[src/rtl/sprite_render.sv]
// Sprite position/movement, raster hit test, ROM address sequencing and
// one-pixel-latency colour output for the VGA colour mux.
module sprite_render #(
    parameter int          SPR_W   = 34,
    parameter int          SPR_H   = 36,
    parameter int          ADDR_W  = 11,
    parameter int          START_X = 303,
    parameter int          START_Y = 222,
    parameter int          STEP    = 2,
    parameter logic [7:0]  TRANSP  = 8'h00
) (
    input  logic              i_clk2,
    input  logic              i_rst,
    input  logic              i_pix_stb,
    input  logic              i_frame_stb,
    input  logic              i_active,
    input  logic [9:0]        i_x,
    input  logic [9:0]        i_y,
    input  logic              i_left,
    input  logic              i_right,
    input  logic              i_up,
    input  logic              i_down,
    output logic [ADDR_W-1:0] o_rom_addr,
    input  logic [7:0]        i_rom_data,
    output logic [7:0]        o_pixel,
    output logic              o_opaque,
    output logic [9:0]        o_pos_x,
    output logic [9:0]        o_pos_y
);
    localparam logic [10:0]       XMAX = 11'(640 - SPR_W);
    localparam logic [10:0]       YMAX = 11'(480 - SPR_H);
    localparam logic [10:0]       STP  = 11'(STEP);
    localparam logic [ADDR_W-1:0] LAST = ADDR_W'(SPR_W * SPR_H - 1);

    logic [9:0]        r_pos_x, r_pos_y;
    logic [ADDR_W-1:0] r_cnt, r_rom_addr;
    logic              r_hit_d, r_opaque;
    logic [7:0]        r_pixel;

    logic [10:0] w_x, w_y, w_px, w_py, w_nx, w_ny;
    logic        w_hit;

    // 11-bit compares so pos+size never overflows the raster width
    assign w_x  = {1'b0, i_x};
    assign w_y  = {1'b0, i_y};
    assign w_px = {1'b0, r_pos_x};
    assign w_py = {1'b0, r_pos_y};
    assign w_hit = i_active
                 && (w_x >= w_px) && (w_x <= w_px + 11'(SPR_W - 1))
                 && (w_y >= w_py) && (w_y <= w_py + 11'(SPR_H - 1));

    always_comb begin
        w_nx = w_px;
        if (i_left && !i_right)
            w_nx = (w_px < STP) ? 11'd0 : w_px - STP;
        else if (i_right && !i_left)
            w_nx = (w_px + STP > XMAX) ? XMAX : w_px + STP;
    end

    always_comb begin
        w_ny = w_py;
        if (i_up && !i_down)
            w_ny = (w_py < STP) ? 11'd0 : w_py - STP;
        else if (i_down && !i_up)
            w_ny = (w_py + STP > YMAX) ? YMAX : w_py + STP;
    end

    always_ff @(posedge i_clk2 or posedge i_rst) begin
        if (i_rst) begin
            r_pos_x    <= 10'(START_X);
            r_pos_y    <= 10'(START_Y);
            r_cnt      <= '0;
            r_rom_addr <= '0;
            r_hit_d    <= 1'b0;
            r_pixel    <= 8'h00;
            r_opaque   <= 1'b0;
        end else begin
            if (i_pix_stb) begin
                r_hit_d  <= w_hit;
                r_pixel  <= r_hit_d ? i_rom_data : 8'h00;
                r_opaque <= r_hit_d && (i_rom_data != TRANSP);
                if (w_hit) begin
                    r_rom_addr <= r_cnt;
                    r_cnt      <= (r_cnt == LAST) ? '0 : r_cnt + 1'b1;
                end
            end
            // Frame pulse resyncs the counter and overrides a coincident increment
            if (i_frame_stb) begin
                r_cnt   <= '0;
                r_pos_x <= w_nx[9:0];
                r_pos_y <= w_ny[9:0];
            end
        end
    end

    assign o_rom_addr = r_rom_addr;
    assign o_pixel    = r_pixel;
    assign o_opaque   = r_opaque;
    assign o_pos_x    = r_pos_x;
    assign o_pos_y    = r_pos_y;
endmodule

[config.mk]
export PLATFORM = sky130hd
export DESIGN_NAME = sprite_render
export DESIGN_NICKNAME = d
export VERILOG_FILES = /design/src/rtl/sprite_render.sv
export SDC_FILE = /design/constraint.sdc
export NUM_CORES = 1
export LEC_CHECK = 0
export CAP_MARGIN = 10
export CORE_MARGIN = 8
export CORE_UTILIZATION = 40
export CTS_CLUSTER_DIAMETER = 40
export DETAILED_ROUTE_END_ITERATION = 6
export HOLD_SLACK_MARGIN = 0.02
export PLACE_DENSITY_LB_ADDON = 0.3
export SYNTH_ARGS = -nofsm -noshare
export SYNTH_HDL_FRONTEND = slang
export SYNTH_SLANG_ARGS = --single-unit
[constraint.sdc]
create_clock -name i_clk2 -period 4 [get_ports i_clk2]
set_input_delay 0.6 -clock i_clk2 [delete_from_list [all_inputs] [get_ports i_clk2]]
set_output_delay 0.6 -clock i_clk2 [all_outputs]
set_load 0.02 [all_outputs]
==> run metrics <==
Worst-path clk slew=70 ps; clock latency at the later pin of the worst-skew pair=290 ps; vias per inst=5.83; register bit total from synthesis=51; CP Launch Type=register; Routed wire per std cell=17.1 um; Area Growth Syn to Fin=22.9%; EDFF count, synth=0; Clock Tree Buf Depth=2; die height=123 um; first-pass GRT wire length=20,500 um; finished layout cell area=5580 um2; # diodes=0; Sink Count=51; Tcrit/Tclk final=92.8%; routability cong.=0.937; Initial Utilization=40.3%; post-synthesis area per instance=8.40 um2; RSZ-0062 raised after global routing=false; worst hold margin=513 ps; Fin Setup TNS=0 ps; Yosys cell types=64; HPWL after detailed placement=9720 um; Total GRT Usage=16.8%; post-CTS sizing=0; # IOs=77; Root Buffer=clkbuf_16; DRT antenna net count=0; Critical Path Fanout Max=13; Post-DP Area=5370 um2; outcome=finished, final reports clean; die area=15,000 um2; asr flop ratio synth=100%; Worst Max-Slew Pin Slew=1070 ps; Final #Nets=683; Final Util=49.5%; IO Port Bufs=75; area share of the largest cell type after synthesis=21.5%; TritonCTS clock tree=done; Post-Layout Cell Count=741; drt drc=0; Comb pwr share=55.5%; Max Cap Viol=0; reg2reg path depth=12; layout cells sized above 1=9.70%; ys flop type=dfrtp_1; internal power=1.83 mW; postcts setup bufs=0; 1st-pass router iterations=5; CTS Hold Bufs=0; Crit path arrival time=3900 ps; Yosys top cell by area=dfrtp_1; GR Overflow Total=0; count leader, synth=ha_1; slowest stage delay, CP=660 ps; sw frac=45.4%; sequential-to-total area share from yosys stat=28.4%; CP Class=reg -> reg; initial antenna violation count=0; DR vias=4,321; CP endpoint kind=register; drt total wl=12,700 um; final setup violation count=0; Mapped Nets=627; Hold/Removal Path Class=reg -> reg; power density cells=600 nW/um2; warnings from Yosys=0; final slew viol count=0; largest net degree at the start of global routing=37; Peak VDD IR=347 uV; Flop pwr share=27.6%; final hold viol count=0; Worst EP required=4180 ps; Worst path slowest cell=dfstp_2; clock share of power=16.9%; Sw Pwr=1.52 mW; fill count=1,113; Post-Syn Area=4540 um2; Final Critical Period=3710 ps; # rows=39; Iteration-0 DRC Markers=323; Max H-tree Level=2; number of buffers created by CTS=5; Mapped Cells=541; core area=11,300 um2; DP Cell Count=733; Final Skew=3.99 ps; largest cells by area after synthesis=dfrtp_1, ha_1, dfstp_2; die width=123 um; fmax=269 MHz; hold depth=1; vias in the first global route=4,101; Leak=2.29 nW; critical-path cell list=ha_1 > inv_1 > nor3_1 > a21oi_1 > nor2_1 > xnor2_1 > ha_1 > or4_1 > a211oi_1 > o22ai_1 > or4_1 > a32o_1; Post-synth top cells=ha_1, nor2_1, dfrtp_1; slew margin rel.=28.6%
## power by group through the flow
stage                     registers, mW  clock network [mW]  logic (mW)
after global placement            0.918                   0        1.80
final                             0.923               0.565        1.86
after CTS                         0.919               0.578        1.85
after global routing              0.959               0.602        2.05
after detailed placement          0.928                   0        1.84
after floorplan                   0.849                   0        1.34
## registers in the layout, indices dropped and copies added, names as in the netlist
register	cells
o_opaque	1
o_pixel	8
o_pos_x	10
o_pos_y	9
o_rom_addr	11
r_cnt	11
r_hit_d	1
## worst max-delay path, delay by kind of cell, from the launching register on
family	cells	cell delay, ps
AO/OA/AOI/OAI	4	950
buffers and inverters	1	90
XOR/XNOR	1	80
AND/OR/NAND/NOR	4	1410
adder cells (fa/ha/maj)	2	410
flip-flops	1	660
## metal layers
metal	GRT usage, %	wire length [um]	vias to the layer above
met1	22.2	5680	2062
met2	26.7	6020	145
met3	3.36	733	19
met4	5.64	255	0
met5	0	0	-
li1	-	-	2095
## logic make-up (layout without fill, tap and decap cells)
kind of cell,count (synthesis),after routing,synth area share [%]
compound gates,141,141,21.3
xor+xnor,20,20,3.86
fa+ha+maj,49,49,13.5
buf+inv,75,132,6.78
flops,51,51,28.4
mux,19,19,4.60
other cells,1,1,0.0826
simple gates,185,185,21.5
## worst paths after layout
check / startpoint / end / slack, ps
max: o_pos_x[2]$_DFFE_PP1P_ / r_cnt[7]$_DFFE_PP0P_ / 290
min: o_rom_addr[3]$_DFFE_PP0P_ / o_rom_addr[3]$_DFFE_PP0P_ / 510
max reg2reg: o_pos_x[2]$_DFFE_PP1P_ / r_cnt[7]$_DFFE_PP0P_ / 290
min reg2reg: o_rom_addr[3]$_DFFE_PP0P_ / o_rom_addr[3]$_DFFE_PP0P_ / 510
max in group asynchronous: i_rst / r_cnt[5]$_DFFE_PP0P_ / 2520
min in group asynchronous: i_rst / o_pixel[6]$_DFFE_PP0P_ / 770
## final cells by class
type / instances / area, um2 / share of cell area, %
clock inverter: 3 / 71.3 / 1.28
timing repair buffer: 82 / 803 / 14.4
multi-input combinational: 415 / 2950 / 52.9
tap: 143 / 179 / 3.21
clock buffer: 5 / 125 / 2.24
inverter: 42 / 158 / 2.82
sequential: 51 / 1290 / 23.1
## layout by cell type, fill, tap and decap left out, drive strengths merged, types with 20 or more instances in the layout
master         count
o21ai             36
a21oi             25
inv               37
nand2             30
dfrtp             39
clkdlybuf4s50     75
nand3             28
ha                49
xnor2             20
nor2              43
## metrics by stage
stage	total power [mW]	setup slack, ps
2_1_floorplan	2.19	299
3_3_place_gp	2.72	359
3_5_place_dp	2.76	232
4_1_cts	3.35	209
5_1_grt	3.61	57.1
6_report	3.35	287
No activity file was read; power rests on OpenSTA's default activity.
